File: config.mk
export PLATFORM = sky130hd
export DESIGN_NAME = reg_dump_unit_flat
export DESIGN_NICKNAME = d
export VERILOG_FILES = /design/src/rtl/mips_dbg_pkg.sv /design/src/rtl/reg_dump_unit_if.sv /design/src/rtl/run_limit_counter.sv /design/src/rtl/reg_dump_unit.sv /design/src/flat_wrapper.sv
export SDC_FILE = /design/constraint.sdc
export NUM_CORES = 1
export LEC_CHECK = 0
export ABC_AREA = 1
export BUFFER_PORTS_ARGS = -buffer_cell sky130_fd_sc_hd__buf_2
export CAP_MARGIN = 15
export CORE_MARGIN = 2
export CORE_UTILIZATION = 50
export CTS_CLUSTER_SIZE = 12
export DETAILED_ROUTE_END_ITERATION = 10
export GPL_TIMING_DRIVEN = 0
export PLACE_DENSITY = 0.87
export SETUP_SLACK_MARGIN = 0.05
export SKIP_LAST_GASP = 1
export SYNTH_ARGS = -nofsm -noshare
export SYNTH_HDL_FRONTEND = slang
export SYNTH_HIERARCHICAL = 1
export SYNTH_SLANG_ARGS = --single-unit
File: constraint.sdc
create_clock -name clk -period 3.8 [get_ports clk]
set_clock_uncertainty 0.05 [all_clocks]
set_input_delay 0.19 -clock clk [delete_from_list [all_inputs] [get_ports clk]]
set_output_delay 0.19 -clock clk [all_outputs]
set_load 0.005 [all_outputs]
File: src/rtl/mips_dbg_pkg.sv
// mips_dbg_pkg: shared dump FSM state type and default widths for the debug read-out blocks
package mips_dbg_pkg;
    typedef enum logic [2:0] {
        S_IDLE,
        S_RUN,
        S_DRAIN,
        S_READ,
        S_SEND,
        S_DONE
    } dump_state_t;
    localparam int DEF_ADDR_W = 5;
    localparam int DEF_DATA_W = 32;
    localparam int DEF_CYCLE_W = 32;
endpackage

File: src/rtl/reg_dump_unit_if.sv
// reg_dump_unit_if: valid/ready register dump stream
// valid, index, pc, data flow master -> slave; ready flows slave -> master
interface reg_dump_unit_if
    import mips_dbg_pkg::*;
#(
    parameter int ADDR_W = DEF_ADDR_W,
    parameter int DATA_W = DEF_DATA_W
);
    logic              valid;
    logic              ready;
    logic              pc;
    logic [ADDR_W-1:0] index;
    logic [DATA_W-1:0] data;
    modport master(output valid, index, pc, data, input ready);
    modport slave(input valid, index, pc, data, output ready);
endinterface

File: src/rtl/run_limit_counter.sv
// run_limit_counter: saturating up-counter with clear, enable, loadable limit and terminal-count flag
// clk, rst_n: clock and async active-low reset
// clr: zero the count; load/load_val: latch a new limit; en: count one cycle
// count: current value (never wraps); tc: count == limit-1 (never set for limit 0)
module run_limit_counter #(
    parameter int W = 32
) (
    input  logic         clk,
    input  logic         rst_n,
    input  logic         clr,
    input  logic         load,
    input  logic [W-1:0] load_val,
    input  logic         en,
    output logic [W-1:0] count,
    output logic         tc
);
    logic [W-1:0] limit;
    always_ff @(posedge clk or negedge rst_n) begin
        if (!rst_n) begin
            count <= '0;
            limit <= '0;
        end else begin
            if (load) limit <= load_val;
            if (clr) count <= '0;
            else if (en && count != '1) count <= count + 1'b1;
        end
    end
    assign tc = limit != '0 && count == limit - 1'b1;
endmodule

File: src/rtl/reg_dump_unit.sv
// reg_dump_unit: runs the core for a set number of cycles, halts and drains it, then streams the register file out
// clk, rst_n: clock and async active-low reset
// start, cycle_limit: begin a run of cycle_limit cycles (honoured in IDLE/DONE)
// pc_in: core PC, captured on drain entry when REG_DUMP_PC_EN is defined (unused otherwise)
// halt: freezes the core; cycle_count: run cycles elapsed (saturating)
// rf_rd_addr, rf_rd_data: synchronous debug read port of the register file
// dump: valid/ready beat stream (index, pc flag, data); done: dump complete
// Optional feature: define REG_DUMP_PC_EN for a leading PC beat
module reg_dump_unit
    import mips_dbg_pkg::*;
#(
    parameter int NUM_REGS     = 32,
    parameter int DATA_W       = DEF_DATA_W,
    parameter int ADDR_W       = DEF_ADDR_W,
    parameter int CYCLE_W      = DEF_CYCLE_W,
    parameter int DRAIN_CYCLES = 4
) (
    input  logic               clk,
    input  logic               rst_n,
    input  logic               start,
    input  logic [CYCLE_W-1:0] cycle_limit,
    input  logic [DATA_W-1:0]  pc_in,
    output logic               halt,
    output logic [CYCLE_W-1:0] cycle_count,
    output logic [ADDR_W-1:0]  rf_rd_addr,
    input  logic [DATA_W-1:0]  rf_rd_data,
    output logic               done,
    reg_dump_unit_if.master    dump
);
    localparam int DW = $clog2(DRAIN_CYCLES + 1);
    localparam logic [ADDR_W-1:0] LAST = ADDR_W'(NUM_REGS - 1);
    dump_state_t       state, state_next;
    logic [ADDR_W-1:0] idx, idx_next;
    logic              go, enter_drain, accept, cyc_tc, drn_tc, pc_beat;
    logic [DW-1:0]     unused_drn_count;
`ifdef REG_DUMP_PC_EN
    localparam bit PC_EN = 1'b1;
    logic [DATA_W-1:0] pc_q;
    always_ff @(posedge clk or negedge rst_n) begin
        if (!rst_n) begin
            pc_q    <= '0;
            pc_beat <= 1'b0;
        end else begin
            if (enter_drain) pc_q <= pc_in;
            if (state == S_DRAIN && drn_tc) pc_beat <= 1'b1;
            else if (state == S_READ) pc_beat <= 1'b0;
        end
    end
`else
    localparam bit PC_EN = 1'b0;
    logic unused_pc;
    assign unused_pc = ^pc_in;
    assign pc_beat   = 1'b0;
`endif
    assign dump.pc     = pc_beat;
    assign go          = start && (state == S_IDLE || state == S_DONE);
    assign enter_drain = (go && cycle_limit == '0) || (state == S_RUN && cyc_tc);
    assign accept      = state == S_SEND && dump.ready;
    assign idx_next    = go ? '0 : (accept && !pc_beat && idx != LAST) ? idx + 1'b1 : idx;
    // The register file reads one cycle late, so the address runs one step ahead
    // of idx: data for idx is already on rf_rd_data during READ.
    assign rf_rd_addr  = idx_next;
    run_limit_counter #(.W(CYCLE_W)) u_cycle (
        .clk      (clk),
        .rst_n    (rst_n),
        .clr      (go),
        .load     (go),
        .load_val (cycle_limit),
        .en       (state == S_RUN),
        .count    (cycle_count),
        .tc       (cyc_tc)
    );
    run_limit_counter #(.W(DW)) u_drain (
        .clk      (clk),
        .rst_n    (rst_n),
        .clr      (enter_drain),
        .load     (enter_drain),
        .load_val (DW'(DRAIN_CYCLES)),
        .en       (state == S_DRAIN),
        .count    (unused_drn_count),
        .tc       (drn_tc)
    );
    always_ff @(posedge clk or negedge rst_n) begin
        if (!rst_n) state <= S_IDLE;
        else state <= state_next;
    end
    always_comb begin
        state_next = state;
        case (state)
            S_IDLE, S_DONE: if (go) state_next = cycle_limit == '0 ? S_DRAIN : S_RUN;
            S_RUN:          if (cyc_tc) state_next = S_DRAIN;
            S_DRAIN:        if (drn_tc) state_next = PC_EN ? S_SEND : S_READ;
            S_READ:         state_next = S_SEND;
            S_SEND:         if (accept) state_next = (!pc_beat && idx == LAST) ? S_DONE : S_READ;
            default:        state_next = S_IDLE;
        endcase
    end
    always_comb begin
        halt       = !(state == S_IDLE || state == S_RUN);
        dump.valid = state == S_SEND;
        done       = state == S_DONE;
    end
    always_ff @(posedge clk or negedge rst_n) begin
        if (!rst_n) begin
            idx        <= '0;
            dump.index <= '0;
            dump.data  <= '0;
        end else begin
            idx <= idx_next;
            if (state == S_READ) begin
                dump.index <= idx;
                dump.data  <= rf_rd_data;
            end
`ifdef REG_DUMP_PC_EN
            else if (state == S_DRAIN && drn_tc) begin
                dump.index <= '0;
                dump.data  <= pc_q;
            end
`endif
        end
    end
endmodule

File: src/flat_wrapper.sv
// flat-port wrapper written by rule: the top's interface ports become plain ports
module reg_dump_unit_flat import mips_dbg_pkg::*;
#(
    parameter int NUM_REGS     = 32,
    parameter int DATA_W       = DEF_DATA_W,
    parameter int ADDR_W       = DEF_ADDR_W,
    parameter int CYCLE_W      = DEF_CYCLE_W,
    parameter int DRAIN_CYCLES = 4
)
  (clk, rst_n, start, cycle_limit, pc_in, halt, cycle_count, rf_rd_addr, rf_rd_data, done, dump_valid, dump_index, dump_pc, dump_data, dump_ready);
  reg_dump_unit_if #(.ADDR_W(ADDR_W), .DATA_W(DATA_W)) dump_i ();
  input  logic clk;
  input  logic rst_n;
  input  logic start;
  input  logic [CYCLE_W-1:0] cycle_limit;
  input  logic [DATA_W-1:0] pc_in;
  output logic halt;
  output logic [CYCLE_W-1:0] cycle_count;
  output logic [ADDR_W-1:0] rf_rd_addr;
  input  logic [DATA_W-1:0] rf_rd_data;
  output logic done;
  output wire logic [$bits(dump_i.valid)-1:0] dump_valid;
  output wire logic [$bits(dump_i.index)-1:0] dump_index;
  output wire logic [$bits(dump_i.pc)-1:0] dump_pc;
  output wire logic [$bits(dump_i.data)-1:0] dump_data;
  input wire logic [$bits(dump_i.ready)-1:0] dump_ready;
  assign dump_valid = dump_i.valid;
  assign dump_index = dump_i.index;
  assign dump_pc = dump_i.pc;
  assign dump_data = dump_i.data;
  assign dump_i.ready = dump_ready;
  reg_dump_unit #(.NUM_REGS(NUM_REGS), .DATA_W(DATA_W), .ADDR_W(ADDR_W), .CYCLE_W(CYCLE_W), .DRAIN_CYCLES(DRAIN_CYCLES)) u_core (.clk(clk), .rst_n(rst_n), .start(start), .cycle_limit(cycle_limit), .pc_in(pc_in), .halt(halt), .cycle_count(cycle_count), .rf_rd_addr(rf_rd_addr), .rf_rd_data(rf_rd_data), .done(done), .dump(dump_i));
endmodule
==> Word level (Yosys, flattened, before mapping) <==
Index checks and enable logic that the tools add are counted.
{ "totals": {"in_bits": 100, "regBits": 113} }
{ "classes": {"n_reduce_logical": 20, "muxes": 13, "n_eq_ne": 15, "add_sub_neg": 5} }
{ "op_table": {"columns": ["operator", "count"], "rows": [
  ["32-bit two-way mux", 2],
  ["32-bit by 1-bit adder with 32-bit output (second input constant)", 1],
  ["32-bit equality test", 1],
  ["32-bit zero test", 1],
  ["32-bit inequality test (second input constant)", 1],
  ["32-bit nonzero test", 1],
  ["32-bit by 1-bit subtractor with 32-bit output (second input constant)", 1],
  ["3-bit two-way mux", 7],
  ["3-bit case mux with 5 select lines", 1],
  ["5-bit two-way mux", 2],
  ["1-bit logical AND", 9],
  ["2-bit by 1-bit inequality test with 1-bit output (second input constant)", 4],
  ["3-bit by 2-bit equality test with 1-bit output (second input constant)", 2],
  ["3-bit equality test (second input constant)", 2],
  ["5-bit by 1-bit adder with 5-bit output (second input constant)", 1],
  ["5-bit equality test (second input constant)", 1],
  ["5-bit inequality test (second input constant)", 1],
  ["4-bit AND reduction", 1],
  ["2-bit nonzero test", 2],
  ["3-bit by 1-bit adder with 3-bit output (second input constant)", 1],
  ["3-bit by 1-bit equality test with 1-bit output (second input constant)", 1],
  ["3-bit equality test", 1],
  ["3-bit zero test", 1],
  ["1-bit logical OR", 3],
  ["5 further kinds", 5]
]} }

==> Depth between registers and ports, before layout <==
Gate-level depths: netlist (run 1).
{ "logic_depth": {"depth_word": 6, "ltp_mapped": 19, "depth_no_buf": 19} }

==> Hierarchy <==
Netlist (run 1), hierarchy kept.
{ "by_module_without_submodules": {"columns": ["module", "n_inst", "area_each_um2", "cells_each"], "rows": [
  ["run_limit_counter (u_core.u_cycle)", 1, 4755.8, 719],
  ["reg_dump_unit", 1, 2019.4, 194],
  ["run_limit_counter (u_core.u_drain)", 1, 359.1, 48]
]} }

==> Worst setup path after synthesis (run 1) <==
Ideal clock, no wire load.
{ "synth_path": {"path_kind": "reg2reg", "startpoint": "register u_core.u_cycle.limit[0]", "endpoint": "register u_core.u_drain.count[1]", "period_less_slack_ps": 2298, "slack_ps": 1502, "path_stages_with_launch": 17, "arrival_ps": 2131, "setup_time_ps": 117, "cell_sequence": "dfrtp_1 inv_1 ha_1 nand2_2 nor2_1 nand2_1 o21ai_1 nand2_1 nand2_1 nand2_1 nor2_1 nand3_1 nor2_1 a22o_1 inv_1 nand3_1 nand2_1"} }
{ "synth_via": {"elab_chain_cells": 6, "elab_cells_between_ends": 8, "cone_classes": "add/sub (1); eq/ne (1); mux (1); reduce/logical (5)"} }
{ "synth_lines": {"columns": ["element", "line_no", "rtl"], "rows": [
  ["start, declared", "run_limit_counter.sv:17", "logic [W-1:0] limit;"],
  ["start signal, assigned", "run_limit_counter.sv:23", "if (load) limit <= load_val;"],
  ["32-bit by 1-bit subtractor with 32-bit output", "run_limit_counter.sv:28", "assign tc = limit != '0 && count == limit - 1'b1;"],
  ["32-bit equality test", "run_limit_counter.sv:28", null],
  ["1-bit logical AND *", "run_limit_counter.sv:28", null],
  ["named net u_core.cyc_tc", "reg_dump_unit.sv:34", "logic go, enter_drain, accept, cyc_tc, drn_tc, pc_beat;"],
  ["1-bit logical AND *", "reg_dump_unit.sv:57", "assign enter_drain = (go && cycle_limit == '0) || (state == S_RUN && cyc_tc);"],
  ["1-bit logical OR *", "reg_dump_unit.sv:57", null],
  ["named net u_core.enter_drain", "reg_dump_unit.sv:34", null],
  ["3-bit two-way mux or 2-bit nonzero test (tied branches)", null, null],
  ["end signal, assigned", "run_limit_counter.sv:25", "else if (en && count != '1) count <= count + 1'b1;"],
  ["end, declared", "run_limit_counter.sv:14", "output logic [W-1:0] count,"]
]} }
The timed path passes the listed nets; every way through them passes the cells marked *.
A chain may end at the register's enable or synchronous reset.

==> Worst setup path after layout (run 1) <==
Same ends and word-level chain as after synthesis.

==> metrics.md, run 1 <==
| Metric | Value |
|---|---|
| Total wire length | `22300 microns` |
| Final Hold Fails | `0` |
| Max-slew violations | `0` |
| Core area | `0.0139 sq mm` |
| PortBufs | `144` |
| Root Buffer | `clkbuf_16` |
| Crit path arrival time | `3.10 ns` |
| Die area | `about 0.015 sq mm` |
| Ys flop type | `dfrtp_1` |
| Startpoint Class | `flip-flop` |
| Core Util, Final | `67.1%` |
| Post-CTS setup buffer count | `0` |
| Worst slew margin | `58.5%` |
| Starting Density | `between 50% and 60%` |
| RSZ-0062 raised after global routing | `false` |
| Layout cells sized above 1 | `between 20 and 25%` |
| CTS tree | `done` |
| Initial antenna violation count | `0` |
| # rows | `43` |
| First-pass GRT wire length | `35300 microns` |
| Hold Path Stages | `4` |
| Crit. Startpoint | `u_core/u_cycle/limit[0]` |
| Count of final setup violators | `0` |
| Post-synth EDFFs | `0` |
| Crit path capture type | `flip-flop` |
| Max capacitance violation total | `0` |
| Pwr dens | `approximately 650 mW/mm^2` |
| Sequential element share of the synthesized area | `40.3%` |
| Leakage power | `4.53 nW` |
| Hold crit path type | `in -> reg` |
| Flops & latches, synth | `115` |
| R2R depth | `16` |
| Die width | `123 microns` |
| Worst-Skew Late Latency | `0.42 ns` |
| Clock sinks | `115` |
| # fillers | `1121` |
| Hold buffer count at cts | `65` |
| Synth async-reset ratio | `between 90% and 100%` |
| GRT overflow | `0` |
| VDD IR max | `0.421 mV` |
| Post-Syn Instances | `about 960` |
| H-tree depth | `4` |
| Max Clk Rate | `0.351 GHz` |
| CP Capture Point | `u_core/u_drain/count[1]` |
| Drt via density | `roughly 5.3` |
| # nets final | `1300` |
| Height of the die | `123 microns` |
| DR pass1 iterations | `6` |
| Total power | `6.11 mW` |
| Critical path type | `reg -> reg` |
| Avg Cell Area, Syn | `7.42 sq um` |
| Worst-Margin Slew | `about 0.62 ns` |
| Final setup TNS | `0 ns` |
| Clock transition at path regs | `about 0.060 ns` |
| R2r setup slk | `0.95 ns` |
| Largest net degree at the start of global routing | `84` |
| Yosys cell types | `42` |
| # IOs | `178` |
| RR Endpoint | `u_core/u_drain/count[1]` |
| DRC | `0` |
| CP max FO | `7` |
| Final Cycle Share | `about three quarters` |
| Vias in the first global route | `7271` |
| Num CTS Buffers | `17` |
| Status | `finished, final reports clean` |
| # diodes | `0` |
| Post-Syn Area | `0.00713 sq mm` |
| Routed length per instance | `approximately 16 microns` |
| Post-cts sizing count | `0` |
| Worst flop-to-flop path startpoint | `u_core/u_cycle/limit[0]` |
| Routed vias | `7398` |
| Total GRT Usage | `between 30% and 40%` |
| Routed Antenna Nets | `0` |
| Detailed placement HPWL | `15800 microns` |
| Fin crit period | `around 2.8 ns` |
| Clk buf depth | `2` |
| Worst EP required | `4.05 ns` |
| RD Place Congestion | `approximately 1` |
| Iteration-0 DRC Markers | `646` |
| Area growth, synth to finish | `31.1%` |
| Yosys warning total | `6` |
## per-layer routing
metal  part of all wire [%]  global-route usage [%]  vias to the layer above
li1                       -                       -                     3552
met1                     41                    37.7                     3421
met2                     48                    50.7                      369
met3                    8.6                    8.58                       56
met4                    2.8                    11.0                        0
met5                      0                       0                        -
## critical path, cell delays in order, from the launching register on
cell and delay [ns]:
dfrtp_1 0.40, inv_1 0.12, ha_1 0.21, nand2_2 0.13, nor2_1 0.28, nand2_1 0.19
o21ai_1 0.23, nand2_1 0.07, nand2_1 0.06, nand2_1 0.05, nor2_1 0.08, nand3_1 0.08
nor2_1 0.18, a22o_1 0.30, inv_1 0.14, nand3_1 0.11, nand2_1 0.05
## where the power goes
group	internal, mW	switching, mW
Combinational	1.03	1.41
Clock	0.937	0.632
Sequential	1.64	0.457
## synthesized netlist by cell type (3+ instances only)
master,instances,area share [%]
buf_4,3,0.32
mux2_2,46,7.3
nor2_1,144,7.6
nand2_2,10,0.88
nand3b_1,7,0.74
ha_1,8,1.4
clkbuf_1,9,0.47
nor3_1,21,1.5
dfrtp_1,115,40
nor2_4,4,0.63
o21ai_1,3,0.21
nor2_2,11,0.96
inv_1,105,5.5
xnor2_1,15,1.8
nand4_1,21,1.8
nand3_1,51,3.6
nor4_1,3,0.26
xor2_1,17,2.1
a21oi_1,12,0.84
o31ai_1,9,0.95
nand2_1,267,14
buf_2,4,0.28
o22ai_1,3,0.26
inv_2,3,0.16
o21ai_0,46,3.2
## worst min-delay path by stage
stage	to	startpoint
final	u_core/idx[0]	start
after global routing	u_core/idx[0]	start
after CTS	u_core/idx[0]	start
after detailed placement	u_core/u_cycle/count[0]	rst_n
after global placement	u_core/u_cycle/limit[3]	cycle_limit[3]
after floorplan	u_core/dump.data[0]	rst_n
## sequential cells by signal (all words and copies together), names as in the netlist
signal                count
u_core/dump.index         5
u_core/u_cycle/limit     32
u_core/u_cycle/count     32
u_core/u_drain/limit      3
u_core/state              3
u_core/dump.data         32
u_core/idx                5
u_core/u_drain/count      3
## layout make-up
type	count	area (sq um)	area share [%]
multi-input combinational	720	3750	40.1
sequential	115	2880	30.8
timing repair buffer	210	1410	15.0
clock buffer	18	439	4.69
inverter	109	409	4.37
tap	180	225	2.41
clock inverter	14	144	1.54
buffer	19	103	1.10
## cells in the final DEF, fill, tap and decap left out, types with 3 or more instances in the layout
master and count:
nand2_1 267, buf_2 147, nor2_1 144, dfrtp_1 115, inv_1 105, dlygate4sd3_1 65, nand3_1 51, mux2_2 46
o21ai_0 46, nor3_1 21, nand4_1 21, clkbuf_16 17, xor2_1 17, xnor2_1 15, a21oi_1 12, nor2_2 11
nand2_2 10, clkbuf_1 9, o31ai_1 9, ha_1 8, nand3b_1 7, inv_6 4, conb_1 4, nor2_4 4
clkinvlp_4 3, inv_8 3, buf_6 3, inv_2 3, o22ai_1 3, buf_4 3, nor4_1 3, o21ai_1 3
## stage by stage
step	cell area, sq um	setup WS, ns	instances	hold WS, ns
2_1_floorplan	7140	1.50	963	-0.156
3_3_place_gp	8090	1.08	1287	0.368
3_5_place_dp	8120	1.03	1288	0.0392
4_1_cts	9360	0.999	1385	0.114
5_1_grt	9360	0.654	1385	0.167
6_report	9360	0.951	1385	0.126
## kinds of logic after synthesis
logic type	after synthesis	share of synthesized area [%]
simple gates	551	33.7
mux	46	7.26
xor+xnor	32	3.93
compound gates	79	6.14
fa+ha+maj	8	1.40
buf+inv	128	7.17
other cells	2	0.105
flops	115	40.3
Power figures use the tool's default switching activity.
==> inputs of run 2 (changes only) <==
- clock period: 3.8 -> 2.9 ns (I/O delays scaled with it)
==> run 2 against run 1 <==
Compared with the run above: sequential cell count is the same; cell area grew 0.16%; register-to-register slack lost 0.72 ns; non-clock buffer count grew 1; maximum frequency grew 6.8%; utilization grew 0.11 points; critical endpoint unchanged; largest cell class unchanged.
==> metrics.md, run 2 (synthesis gave the netlist of run 1 again) <==
| Metric | Value |
|---|---|
| RSZ-0062 raised after global routing | `false (unchanged)` |
| Routed Antenna Nets | `0 (unchanged)` |
| Initial antenna violation count | `0 (unchanged)` |
| First-pass GRT wire length | `35300 microns (unchanged)` |
| Max capacitance violation total | `0 (unchanged)` |
| Commonest non-fill, non-tap cell in the layout | `nand2_1 (unchanged)` |
| Critical path type | `reg -> reg (unchanged)` |
| Clk buf depth | `2 (unchanged)` |
| Crit-path most repeated cell | `nand2_1 (unchanged)` |
| Pwr dens | `857 mW/mm^2 (was 653 mW/mm^2)` |
| Leakage power | `4.53 nW (about the same)` |
| Root Buffer | `clkbuf_16 (unchanged)` |
| Max-slew violations | `0 (unchanged)` |
| CP Capture Point | `u_core/u_drain/count[1] (unchanged)` |
| Total power | `8.03 mW (was 6.11 mW)` |
| Hold crit path type | `in -> reg (unchanged)` |
| Num CTS Buffers | `17 (unchanged)` |
| Routed vias | `7433 (was 7398)` |
| Drt via density | `5.36 (was 5.34)` |
| Hold slack | `0.0746 ns (was 0.126 ns)` |
| # diodes | `0 (unchanged)` |
| DRC | `0 (unchanged)` |
| Worst-Skew Late Latency | `0.42 ns (about the same)` |
| Met2 Wirelength | `10700 microns (about the same)` |
| Area of the multi-input gates | `0.00376 sq mm (was 0.00375 sq mm)` |
| Max incr delay on CP | `0.40 ns (about the same)` |
| Detailed placement HPWL | `15800 microns (unchanged)` |
| CP max FO | `10 (was 7)` |
| Clock sinks | `115 (unchanged)` |
| VDD IR max | `0.553 mV (was 0.421 mV)` |
| Commonest cells after routing, fill and taps aside | `267 x nand2_1, 147 x buf_2, 143 x nor2_1 (was 267 x nand2_1, 147 x buf_2, 144 x nor2_1)` |
| Crit path arrival time | `2.92 ns (was 3.10 ns)` |
| Top Metal Used | `met4 (unchanged)` |
| CTS tree | `done (unchanged)` |
| Iteration-0 DRC Markers | `723 (was 646)` |
| R2r setup slk | `0.23 ns (was 0.95 ns)` |
| Clock transition at path regs | `0.06 ns (about the same)` |
| Status | `finished, final reports clean (unchanged)` |
| H-tree depth | `4 (unchanged)` |
| RD Place Congestion | `0.980 (unchanged)` |
| # rows | `43 (unchanged)` |
| Worst EP required | `3.16 ns (was 4.05 ns)` |
| Met3 wire len | `1780 microns (was 1910 microns)` |
| Starting Density | `51.2% (unchanged)` |
| # fillers | `1124 (was 1121)` |
| Register Area | `0.00288 sq mm (unchanged)` |
| Die area | `0.0152 sq mm (unchanged)` |
| Count of final setup violators | `0 (unchanged)` |
| Area growth, synth to finish | `31.3% (was 31.1%)` |
| Total wire length | `22500 microns (was 22300 microns)` |
| Crit. Startpoint | `u_core/u_cycle/limit[0] (unchanged)` |
| R2R depth | `17 (was 16)` |
| Final Cycle Share | `92.0% (was 75.0%)` |
| Worst-Margin Slew | `0.618 ns (about the same)` |
| Largest regs | `u_core/dump.data: 32 flops, u_core/u_cycle/count: 32 flops, u_core/u_cycle/limit: 32 flops (unchanged)` |
| Max Clk Rate | `0.375 GHz (was 0.351 GHz)` |
| Core area | `0.0139 sq mm (unchanged)` |
| Die width | `123 microns (unchanged)` |
| RR Endpoint | `u_core/u_drain/count[1] (unchanged)` |
| Largest net degree at the start of global routing | `84 (unchanged)` |
| GRT overflow | `0 (unchanged)` |
| Fin crit period | `2.67 ns (was 2.85 ns)` |
| Worst flop-to-flop path startpoint | `u_core/u_cycle/limit[0] (unchanged)` |
| Worst slew margin | `58.5% (about the same)` |
| Core Util, Final | `67.2% (was 67.1%)` |
| # IOs | `178 (unchanged)` |
| PortBufs | `144 (unchanged)` |
| Total GRT Usage | `30.4% (unchanged)` |
| Startpoint Class | `flip-flop (unchanged)` |
| DR pass1 iterations | `6 (unchanged)` |
| Final setup TNS | `0 ns (unchanged)` |
| WL met1 | `9330 microns (was 9110 microns)` |
| Critical-path cell list | `inv_1, ha_1, nand2_2, nor2_4, buf_6, nand3b_1, nand2_1, nand2_1, nor2_1, nand2_1, nor2_1, nand3_1, nor2_1, a22o_2, inv_1, nand3_1, nand2_1 (was inv_1, ha_1, nand2_2, nor2_1, nand2_1, o21ai_1, nand2_1, nand2_1, nand2_1, nor2_1, nand3_1, nor2_1, a22o_1, inv_1, nand3_1, nand2_1)` |
| Crit path capture type | `flip-flop (unchanged)` |
| Routed length per instance | `16.2 microns (was 16.1 microns)` |
| Height of the die | `123 microns (unchanged)` |
| Final Hold Fails | `0 (unchanged)` |
| CP max stage cell | `dfrtp_1 (unchanged)` |
| # nets final | `1301 (was 1300)` |
| Layout cells sized above 1 | `22.8% (was 22.5%)` |
| Vias in the first global route | `7271 (unchanged)` |
==> run 2: power by group <==
part,switching (mW),internal (mW),total (mW)
clock network,0.838,1.23,2.07
registers,0.597,2.15,2.75
logic,1.86,1.35,3.21
==> run 2: stage by stage <==
| stage | area [sq um] | instances | worst slack, ns |
|---|---|---|---|
| 6_report | 9370 | 1386 | 0.233 |
| 5_1_grt | 9370 | 1386 | 0.0512 |
| 4_1_cts | 9360 | 1385 | 0.0988 |
| 3_5_place_dp | 8120 | 1288 | 0.132 |
| 3_3_place_gp | 8090 | 1287 | 0.176 |
| 2_1_floorplan | 7140 | 963 | 0.602 |
==> run 2: worst max-delay path, delay by kind of cell, from the launching register on <==
family | cells | cell delay (ns)
AND/OR/NAND/NOR | 12 | 1.30
flip-flops | 1 | 0.40
AO/OA/AOI/OAI | 1 | 0.21
buffers and inverters | 3 | 0.37
adder cells (fa/ha/maj) | 1 | 0.21
==> run 2: worst min path at each step <==
| stage | start | endpoint | slack [ns] | depth (start not counted) |
|---|---|---|---|---|
| final | start | u_core/idx[0] | 0.07 | 4 |
| after global routing | start | u_core/idx[0] | 0.12 | 4 |
| after CTS | start | u_core/idx[0] | 0.07 | 4 |
| after detailed placement | rst_n | u_core/u_cycle/count[0] | -0.006 | 1 |
| after global placement | cycle_limit[3] | u_core/u_cycle/limit[3] | 0.32 | 3 |
| after floorplan | rst_n | u_core/dump.data[0] | -0.20 | 0 |
==> run 2: per-layer routing <==
metal	track usage, %	vias up
met3	8.58	56
met4	11.0	0
met2	50.7	341
met1	37.7	3489
met5	0	-
li1	-	3547
==> run 2: cell type report <==
class | instances | area share [%]
Buffer | 19 | 1.09
Clock buffer | 18 | 4.69
Clock inverter | 14 | 1.54
Inverter | 109 | 4.37
Multi-Input combinational cell | 720 | 40.1
Sequential cell | 115 | 30.7
Tap cell | 180 | 2.40
Timing Repair Buffer | 211 | 15.1
==> run 2: what timing repair did <==
item | in CTS | in global routing
setup endpoints to repair | 0 | 9
gates resized for setup | 0 | 3
buffers inserted | 0 | 1
endpoints found under the hold margin | 179 | 0
hold buffers | 65 | 0
==> inputs of run 3 (changes only) <==
--- a/config.mk
+++ b/config.mk
@@ -10,9 +10,10 @@
 export CAP_MARGIN = 15
 export CORE_MARGIN = 2
-export CORE_UTILIZATION = 50
+export CORE_UTILIZATION = 40
 export CTS_CLUSTER_SIZE = 12
 export DETAILED_ROUTE_END_ITERATION = 10
 export GPL_TIMING_DRIVEN = 0
-export PLACE_DENSITY = 0.87
+export PLACE_DENSITY = 0.74
+export REMOVE_ABC_BUFFERS = 1
 export SETUP_SLACK_MARGIN = 0.05
 export SKIP_LAST_GASP = 1
==> constraint.sdc (replaced) <==
create_clock -name clk -period 2.9 [get_ports clk]
set_clock_uncertainty 0.05 [all_clocks]
set_input_delay 0.435 -clock clk [delete_from_list [all_inputs] [get_ports clk]]
set_output_delay 0.435 -clock clk [all_outputs]
set_load 0.005 [all_outputs]
==> run 3 against run 2 <==
Compared with the run above: cell area is 5.8% lower; worst setup slack worse by 0.024 ns; hold slack better by 0.11 ns; first-iteration DRC count is 17% lower; global-route usage is 8.1 points lower; wire length is 8.7% lower; register-to-register slack better by 0.02 ns; utilization is 16 points lower.
==> metrics.md, run 3 (synthesis gave the netlist of run 1 again) <==
| Metric | Value |
|---|---|
| GRT overflow | `0 (unchanged)` |
| Core area | `0.0174 sq mm (was 0.0139 sq mm)` |
| Final Hold Fails | `0 (unchanged)` |
| Leakage power | `4.28 nW (was 4.53 nW)` |
| DR pass1 iterations | `5 (was 6)` |
| Clock transition at path regs | `0.07 ns (was 0.06 ns)` |
| Critical path type | `reg -> out (was reg -> reg)` |
| Starting Density | `41.1% (was 51.2%)` |
| VDD IR max | `0.669 mV (was 0.553 mV)` |
| Clk buf depth | `2 (unchanged)` |
| Layout cells sized above 1 | `24.8% (was 22.8%)` |
| Worst-Margin Slew | `0.934 ns (was 0.618 ns)` |
| Worst-Skew Late Latency | `0.43 ns (was 0.42 ns)` |
| Routed Antenna Nets | `0 (unchanged)` |
| CP max FO | `6 (was 10)` |
| PortBufs | `144 (unchanged)` |
| CTS tree | `done (unchanged)` |
| Routed vias | `6918 (was 7433)` |
| Total GRT Usage | `22.4% (was 30.4%)` |
| Worst flop-to-flop path startpoint | `u_core/u_cycle/limit[0] (unchanged)` |
| Fin worst setup slack | `0.209 ns (was 0.233 ns)` |
| Hold wc startpoint | `rf_rd_data[13] (was start)` |
| Count of final setup violators | `0 (unchanged)` |
| Commonest non-fill, non-tap cell in the layout | `nand2_1 (unchanged)` |
| Crit path capture type | `output port (was flip-flop)` |
| Max Clk Rate | `0.372 GHz (was 0.375 GHz)` |
| Largest regs | `u_core/dump.data: 32 flops, u_core/u_cycle/count: 32 flops, u_core/u_cycle/limit: 32 flops (unchanged)` |
| Clock sinks | `115 (unchanged)` |
| Die area | `0.0189 sq mm (was 0.0152 sq mm)` |
| Height of the die | `138 microns (was 123 microns)` |
| Root Buffer | `clkbuf_16 (unchanged)` |
| Final Cycle Share | `92.8% (was 92.0%)` |
| Commonest cells after routing, fill and taps aside | `267 x nand2_1, 143 x buf_2, 141 x nor2_1 (was 267 x nand2_1, 147 x buf_2, 143 x nor2_1)` |
| Num CTS Buffers | `17 (unchanged)` |
| DRC | `0 (unchanged)` |
| Worst slew margin | `37.6% (was 58.5%)` |
| Total wire length | `20500 microns (was 22500 microns)` |
| Iteration-0 DRC Markers | `597 (was 723)` |
| # fillers | `1648 (was 1124)` |
| Largest net degree at the start of global routing | `75 (was 84)` |
| Pwr dens | `892 mW/mm^2 (was 857 mW/mm^2)` |
| Crit. Startpoint | `u_core/state[0] (was u_core/u_cycle/limit[0])` |
| First-pass GRT wire length | `32400 microns (was 35300 microns)` |
| Area of the multi-input gates | `0.00381 sq mm (was 0.00376 sq mm)` |
| Die width | `138 microns (was 123 microns)` |
| Area growth, synth to finish | `23.7% (was 31.3%)` |
| Hold crit path type | `in -> reg (unchanged)` |
| RD Place Congestion | `0.915 (was 0.980)` |
| Crit path arrival time | `2.21 ns (was 2.92 ns)` |
| Max capacitance violation total | `0 (unchanged)` |
| # diodes | `0 (unchanged)` |
| Dpl ws | `-0.264 ns (was 0.132 ns)` |
| Detailed placement HPWL | `15400 microns (was 15800 microns)` |
| Status | `finished, final reports clean (unchanged)` |
| Worst EP required | `2.41 ns (was 3.16 ns)` |
| # IOs | `178 (unchanged)` |
| Hold slack | `0.182 ns (was 0.0746 ns)` |
| Max-slew violations | `0 (unchanged)` |
| H-tree depth | `4 (unchanged)` |
| # rows | `48 (was 43)` |
| RSZ-0062 raised after global routing | `false (unchanged)` |
| Routed length per instance | `15.1 microns (was 16.2 microns)` |
| Drt via density | `5.09 (was 5.36)` |
| Startpoint Class | `flip-flop (unchanged)` |
| Initial antenna violation count | `0 (unchanged)` |
| # nets final | `1229 (was 1301)` |
| Register Area | `0.00288 sq mm (unchanged)` |
| Vias in the first global route | `6510 (was 7271)` |
| Fin crit period | `2.69 ns (was 2.67 ns)` |
==> run 3: report_power, final <==
part	switching (mW)	total, mW	internal, mW
logic	1.81	3.12	1.30
registers	0.535	2.69	2.15
clock network	0.919	2.07	1.15
==> run 3: critical path, stage by stage, from the launching register on <==
cell and delay (ns):
dfrtp_1 0.45, nand2_1 0.15, nor2_1 0.08, a21oi_2 0.44, nor2_4 0.12, buf_4 0.19, a211oi_2 0.20, buf_2 0.16
==> run 3: path summary, 6_finish.rpt <==
| path | end | slack [ns] | depth (start not counted) |
|---|---|---|---|
| max reg2reg | u_core/u_drain/count[1] | 0.25 | 18 |
| max in group asynchronous | u_core/dump.data[20] | 1.67 | 3 |
| min in group asynchronous | u_core/u_cycle/limit[9] | 0.44 | 2 |
| min | u_core/dump.data[13] | 0.18 | 2 |
| min reg2reg | u_core/dump.index[1] | 0.43 | 2 |
| max | rf_rd_addr[4] | 0.21 | 7 |
==> run 3: per-layer routing <==
layer / up-vias / GRT usage (%) / routed length, microns
li1: 3420 / - / -
met1: 3177 / 28.3 / 8930
met2: 284 / 36.6 / 9540
met3: 37 / 5.92 / 1540
met4: 0 / 8.42 / 531
met5: - / 0 / 0
==> run 3: what timing repair did <==
action / 4_1_cts / 5_1_grt
setup endpoints to repair: 18 / 22
gates cloned: 1 / 2
pin swaps: 2 / 2
endpoints found under the hold margin: 41 / 0
resized for setup: 3 / 8
setup buffers: 6 / 2
hold buffers: 1 / 0
==> run 3: stage by stage <==
stage | area, sq um | power, mW | TNS (ns) | utilization (%) | cells
after floorplan | 7040 | 4.65 | -9.61 | - | 944
after global placement | 8040 | 5.56 | -87.62 | 46.3 | 1313
after detailed placement | 8100 | 5.67 | -3.15 | 46.7 | 1315
after CTS | 8770 | 7.86 | 0 | 50.5 | 1355
after global routing | 8830 | 8.45 | 0 | 50.9 | 1359
final | 8830 | 7.87 | 0 | 50.9 | 1359
==> run 3: layout make-up <==
type	instances	area share, %
Sequential cell	115	32.6
Timing Repair inverter	1	0.0567
Timing Repair Buffer	155	9.71
Clock buffer	17	4.82
Clock inverter	15	1.81
Inverter	109	4.68
Tap cell	225	3.19
Multi-Input combinational cell	722	43.1
